--- src/rtl/control_sequencer.sv ---
// Hardwired fetch/execute control unit: T0..T7 micro-steps per instruction class, plus HALT.
// Define CTRL_MEM_TIMEOUT_EN to bound memory waits (MEM_TIMEOUT cycles) and fault on expiry.
module control_sequencer #(
  parameter int MEM_TIMEOUT = 15
) (
  input  logic        clk,
  input  logic        reset,
  input  logic [31:0] Instruction,
  input  logic        CON,
  input  logic        mem_ready,
  output logic        Gra,
  output logic        Grb,
  output logic        Grc,
  output logic        Rin,
  output logic        Rout,
  output logic        BAout,
  output logic        PCout,
  output logic        PCin,
  output logic        IncPC,
  output logic        MARin,
  output logic        MDRin,
  output logic        MDRout,
  output logic        IRin,
  output logic        Yin,
  output logic        Zin,
  output logic        Zlowout,
  output logic        Cout,
  output logic        CONin,
  output logic        Read,
  output logic        Write,
  output logic [3:0]  alu_op,
  output logic        run,
  output logic        fault
);

  typedef enum logic [3:0] {
    S_T0, S_T1, S_T2, S_T3, S_T4, S_T5, S_T6, S_T7, S_HALT
  } state_e;

  localparam logic [4:0] OP_LD = 5'b00000, OP_LDI = 5'b00001, OP_ST = 5'b00010;
  localparam logic [4:0] OP_ADD = 5'b00011, OP_SUB = 5'b00100, OP_AND = 5'b00101, OP_OR = 5'b00110;
  localparam logic [4:0] OP_ADDI = 5'b01100, OP_ANDI = 5'b01101, OP_ORI = 5'b01110;
  localparam logic [4:0] OP_BR = 5'b10010, OP_JR = 5'b10100, OP_NOP = 5'b11010, OP_HALT = 5'b11011;

  state_e     state_q, state_d;
  logic       held_q, held_d;
  logic       fault_q, fault_d;
  logic [4:0] opcode;
  logic       is_alu3, is_imm, is_ldi, is_ld, is_st, is_br, is_jr, is_nop, is_halt, legal;
  logic       mem_wait, timeout;
  logic [3:0] alu_sel;
  logic       unused_instr;

  assign opcode       = Instruction[31:27];
  assign unused_instr = ^Instruction[26:0];

  assign is_alu3 = (opcode == OP_ADD) || (opcode == OP_SUB) || (opcode == OP_AND) || (opcode == OP_OR);
  assign is_imm  = (opcode == OP_ADDI) || (opcode == OP_ANDI) || (opcode == OP_ORI);
  assign is_ldi  = (opcode == OP_LDI);
  assign is_ld   = (opcode == OP_LD);
  assign is_st   = (opcode == OP_ST);
  assign is_br   = (opcode == OP_BR);
  assign is_jr   = (opcode == OP_JR);
  assign is_nop  = (opcode == OP_NOP);
  assign is_halt = (opcode == OP_HALT);
  assign legal   = is_alu3 || is_imm || is_ldi || is_ld || is_st || is_br || is_jr || is_nop || is_halt;

  assign alu_sel = (opcode == OP_SUB) ? 4'b0001 :
                   (opcode == OP_AND || opcode == OP_ANDI) ? 4'b0010 :
                   (opcode == OP_OR  || opcode == OP_ORI)  ? 4'b0011 : 4'b0000;

  // Steps that stall on mem_ready; held_q marks a repeat cycle of the same wait
  assign mem_wait = (state_q == S_T1) || (state_q == S_T6 && is_ld) || (state_q == S_T7 && is_st);

`ifdef CTRL_MEM_TIMEOUT_EN
  localparam int CW = ($clog2(MEM_TIMEOUT + 1) > 4) ? $clog2(MEM_TIMEOUT + 1) : 4;
  logic [CW-1:0] wcnt_q, wcnt_d;

  always_comb begin
    wcnt_d  = held_q ? wcnt_q : '0;
    timeout = 1'b0;
    if (mem_wait && !mem_ready) begin
      wcnt_d  = wcnt_d + CW'(1);
      timeout = (wcnt_d == CW'(MEM_TIMEOUT));
    end
  end

  always_ff @(posedge clk) begin
    if (reset) wcnt_q <= '0;
    else       wcnt_q <= wcnt_d;
  end
`else
  assign timeout = 1'b0;
`endif

  always_ff @(posedge clk) begin
    if (reset) begin
      state_q <= S_T0;
      held_q  <= 1'b0;
      fault_q <= 1'b0;
    end else begin
      state_q <= state_d;
      held_q  <= held_d;
      fault_q <= fault_d;
    end
  end

  always_comb begin
    state_d = state_q;
    fault_d = fault_q;
    case (state_q)
      S_T0: state_d = S_T1;
      S_T1: if (mem_ready) state_d = S_T2;
      S_T2: state_d = S_T3;
      S_T3: begin
        if (!legal) begin
          fault_d = 1'b1;
          state_d = S_HALT;
        end else if (is_halt)         state_d = S_HALT;
        else if (is_jr || is_nop)     state_d = S_T0;
        else                          state_d = S_T4;
      end
      S_T4: state_d = S_T5;
      S_T5: state_d = (is_ld || is_st || is_br) ? S_T6 : S_T0;
      S_T6: begin
        if (is_ld) begin
          if (mem_ready) state_d = S_T7;
        end else if (is_st) state_d = S_T7;
        else                state_d = S_T0;
      end
      S_T7: if (!is_st || mem_ready) state_d = S_T0;
      S_HALT: state_d = S_HALT;
      default: state_d = S_T0;
    endcase
    if (timeout) begin
      fault_d = 1'b1;
      state_d = S_HALT;
    end
    held_d = mem_wait && (state_d == state_q);
  end

  // Strobes are masked while reset is held so no step fires until the sequencer is released
  always_comb begin
    {Gra, Grb, Grc, Rin, Rout, BAout, PCout, PCin, IncPC, MARin} = '0;
    {MDRin, MDRout, IRin, Yin, Zin, Zlowout, Cout, CONin, Read, Write} = '0;
    alu_op = 4'b0000;
    if (!reset) begin
      case (state_q)
        S_T0: {PCout, MARin, IncPC, Zin} = '1;
        S_T1: begin
          {Zlowout, Read, MDRin} = '1;
          PCin = !held_q;
        end
        S_T2: {MDRout, IRin} = '1;
        S_T3: begin
          if (is_alu3 || is_imm)            {Grb, Rout, Yin} = '1;
          else if (is_ldi || is_ld || is_st) {Grb, BAout, Yin} = '1;
          else if (is_br)                   {Gra, Rout, CONin} = '1;
          else if (is_jr)                   {Gra, Rout, PCin} = '1;
        end
        S_T4: begin
          if (is_alu3) begin
            {Grc, Rout, Zin} = '1;
            alu_op = alu_sel;
          end else if (is_imm || is_ldi || is_ld || is_st) begin
            {Cout, Zin} = '1;
            alu_op = alu_sel;
          end else if (is_br) {PCout, Yin} = '1;
        end
        S_T5: begin
          if (is_alu3 || is_imm || is_ldi) {Zlowout, Gra, Rin} = '1;
          else if (is_ld || is_st)         {Zlowout, MARin} = '1;
          else if (is_br)                  {Cout, Zin} = '1;
        end
        S_T6: begin
          if (is_ld)      {Read, MDRin} = '1;
          else if (is_st) {Gra, Rout, MDRin} = '1;
          else if (is_br) {Zlowout, PCin} = {CON, CON};
        end
        S_T7: begin
          if (is_ld)      {MDRout, Gra, Rin} = '1;
          else if (is_st) Write = 1'b1;
        end
        default: ;
      endcase
    end
  end

  assign run   = (state_q != S_HALT);
  assign fault = fault_q;

endmodule
--- config.mk ---
export PLATFORM = sky130hd
export DESIGN_NAME = control_sequencer
export DESIGN_NICKNAME = d
export VERILOG_FILES = /design/src/rtl/control_sequencer.sv
export SDC_FILE = /design/constraint.sdc
export NUM_CORES = 1
export LEC_CHECK = 0
export ABC_AREA = 0
export CAP_MARGIN = 20
export CORE_MARGIN = 8
export CORE_UTILIZATION = 41
export DETAILED_ROUTE_END_ITERATION = 6
export DONT_BUFFER_PORTS = 1
export PLACE_DENSITY = 0.59
export SLEW_MARGIN = 10
export SYNTH_ARGS = -nofsm -noshare
export SYNTH_HDL_FRONTEND = slang
export SYNTH_SLANG_ARGS = --single-unit
export TNS_END_PERCENT = 30
--- constraint.sdc ---
create_clock -name clk -period 3.4 [get_ports clk]
set_input_delay 0.34 -clock clk [delete_from_list [all_inputs] [get_ports clk]]
set_output_delay 0.34 -clock clk [all_outputs]
set_load 0.02 [all_outputs]
==> results by group <==
Status
  – Status: complete, no violations

Clocking
  – # Post-CTS Setup Buffers: 0
  – Num CTS Buffers: 3
  – CTS H-tree depth: 1
  – Clock tree buffer depth: 2
  – Post-cts sizing count: 0
  – Clock Tree Root: clkbuf_4
  – CTS Hold Bufs: 0
  – Reg clk slew, reported paths: 0.05 ns
  – TritonCTS clock tree: built
  – Clk sinks: 6
  – Worst-Skew Late Latency: 0.24 ns

STA
  – Worst hold margin: 0.1657 ns
  – Min Tclk post-route: 2.779 ns
  – Setup_tns: 0 ns
  – Max Fclk: 359.9 MHz
  – Clock skew: 0.004290 ns
  – Max-slew headroom: 40.31%
  – Worst Tran Pin Value: 0.8871 ns
  – Max Slew Vio Count: 0
  – Final Cycle Share: 81.72%
  – RSZ-0062 raised after global routing: false
  – Setup-failing EPs final: 0
  – Final hold vios: 0

Setup path
  – Worst Path Required: 3.06 ns
  – CP startpoint kind: flop
  – Worst reg2reg setup slack: 1.28 ns
  – Reg2reg end: held_q$_SDFF_PP0_
  – WS Path Type: reg -> out
  – Critical Path Sink Type: output port
  – Worst Path Max Fanout: 22
  – R2R cell count: 4
  – Worst Path Arrival: 2.44 ns
  – FF-to-FF Start: state_q[2]$_SDFF_PP0_

Place
  – GPL Wtd Cong: 0.8888
  – Port buffer count: 0
  – DP Area: 0.001057 sq mm
  – DP HPWL: 2562 um

Cells and area
  – Share of cells above drive strength 1: 7.547%
  – ANT cells: 0
  – Design area: 0.001080 sq mm
  – Commonest non-fill, non-tap cell in the layout: nand2_1
  – Area grow syn2layout: 0.1165%
  – # nets final: 197
  – Most frequent cells in the layout: 15 x nand2_1, 14 x nor2_1, 10 x a21oi_1, 10 x o21ai_0, 9 x nor2b_1
  – Fillers: 289

Power and ir drop
  – Tot Pwr: 238.7 uW
  – Pleak: 0.0003547 uW
  – PD cells: 221.1 mW/mm^2
  – Worst IR Drop VDD: 0.1864 mV

Worst hold path
  – Hold Path End: state_q[3]$_SDFF_PP0_
  – Min-Delay Startpoint: reset
  – HP Class: in -> reg
  – Min-Delay Path Depth: 1

Synth
  – Synth cell types: 49
  – Ys flop type: dfxtp_1
  – Post-Synth Adder-Cell Area: 0.9281%
  – Seq/Total Area, Yosys: 11.14%
  – Post-synth EDFFs: 0
  – Post-Synth Simple-Gate Area: 44.66%
  – Mux contribution to synthesized area: 0%
  – Post-Synth XOR/XNOR Area: 1.624%
  – Compound-Gate Fraction of Synth Area: 30.97%
  – Mapped Area: 0.001079 sq mm
  – Synthesized flop and latch total: 6
  – Mapped Cells: 169
  – Ys async rst share: 0%
  – Mean Syn Cell Area: 6.382 sq um
  – Synth warnings: 0
  – Largest family of logic cells by synthesized area: simple AND/OR/NAND/NOR gates

Routing
  – Iteration-0 DRC count of the detailed router: 93
  – Vias after detailed routing: 1263
  – Drt first pass iters: 5
  – Residual DRC: 0
  – WL/cell: 18.49 um
  – Vias per cell: 6.683
  – ANT nets after route: 0
  – Final wirelength: 3495 um

Job
  – Max cap viols: 0

Floorplanning
  – Initial Util: 43.54%
  – Die area: 0.004528 sq mm
  – I/O Pins: 62
  – Die Y: 67.29 um
  – Core Area: 0.002477 sq mm
  – Rows: 18
  – Die X: 67.29 um

Global route
  – GRT overflow: 0
  – Global-route wire length before repair: 5513 um
  – Largest net degree at the start of global routing: 23
  – Total global-route track usage: 15.02%
  – Initial antenna violation count: 0
  – Vias in the first global route: 1098
-- final cells by class --
cell class                 count  area, sq um  area share, %
inverter                       7        26.28          2.433
clock buffer                   3        22.52          2.086
tap                           30        37.54          3.476
timing repair buffer           3        22.52          2.086
multi-input combinational    140        850.8          78.79
sequential                     6        120.1          11.12
-- registers in the layout (all words and copies together) (netlist names) --
signal / count
held_q: 1
fault: 1
state_q: 4
-- metrics by stage --
step	setup slack (ns)	std cells	utilization, %
floorplan	1.207	170	-
global placement	0.9441	186	42.68
detailed placement	0.8998	186	42.68
CTS	0.6381	189	43.59
global route	0.4053	189	43.59
finish	0.6214	189	43.59
-- routing by layer --
metal  global-route usage (%)  wire length (um)  part of all wire (%)
met5                        0                 0                     0
met3                    3.477               384                    11
met4                    5.483                26                  0.74
met1                    19.85              1408                    40
met2                    23.18              1676                    48
-- worst max-delay path by stage --
stage	to	start	depth (start not counted)	slack, ns
3_3_place_gp	Rout	state_q[2]$_SDFF_PP0_	3	0.94
2_1_floorplan	Zin	Instruction[29]	5	1.21
3_5_place_dp	Rout	state_q[2]$_SDFF_PP0_	3	0.90
4_1_cts	alu_op[0]	state_q[2]$_SDFF_PP0_	4	0.64
6_report	Rout	state_q[2]$_SDFF_PP0_	3	0.62
5_1_grt	Rout	state_q[2]$_SDFF_PP0_	3	0.41
-- synth_stat cells (3+ instances only) --
cell | number | area share [%]
a31oi_1 | 3 | 1.7
a22oi_1 | 3 | 2.1
o22ai_1 | 3 | 1.7
nor2b_1 | 9 | 5.2
nor3_1 | 5 | 2.3
inv_1 | 7 | 2.4
nand4_1 | 4 | 2.3
a21oi_1 | 10 | 4.6
buf_2 | 5 | 2.3
nand2_1 | 15 | 5.2
nand3_1 | 4 | 1.9
nand2b_1 | 7 | 4.1
o21ai_0 | 10 | 4.6
nor2_1 | 14 | 4.9
and3_1 | 3 | 1.7
clkbuf_1 | 7 | 2.4
nor4_1 | 8 | 4.6
dfxtp_1 | 6 | 11
-- power breakdown --
group	total, uW	internal, uW	switching [uW]
Combinational	86.5	31.1	55.4
Clock	64.5	39.9	24.6
Sequential	87.8	74.5	13.3
-- worst max-delay path, cell delays in order (launching register included) --
cell and delay [ns]:
dfxtp_1 0.75, nor4bb_1 0.70, nand3_1 0.21, a41oi_1 0.54
-- kinds of logic after synthesis --
logic type                 after synthesis
and+or+nand+nor                         85
AOI/OAI and AO/OA                       50
buffers and inverters                   24
DFF                                      6
xor gates and xnor gates                 2
adders and majority gates                1
other                                    1
(Power assumes the default switching activity.)
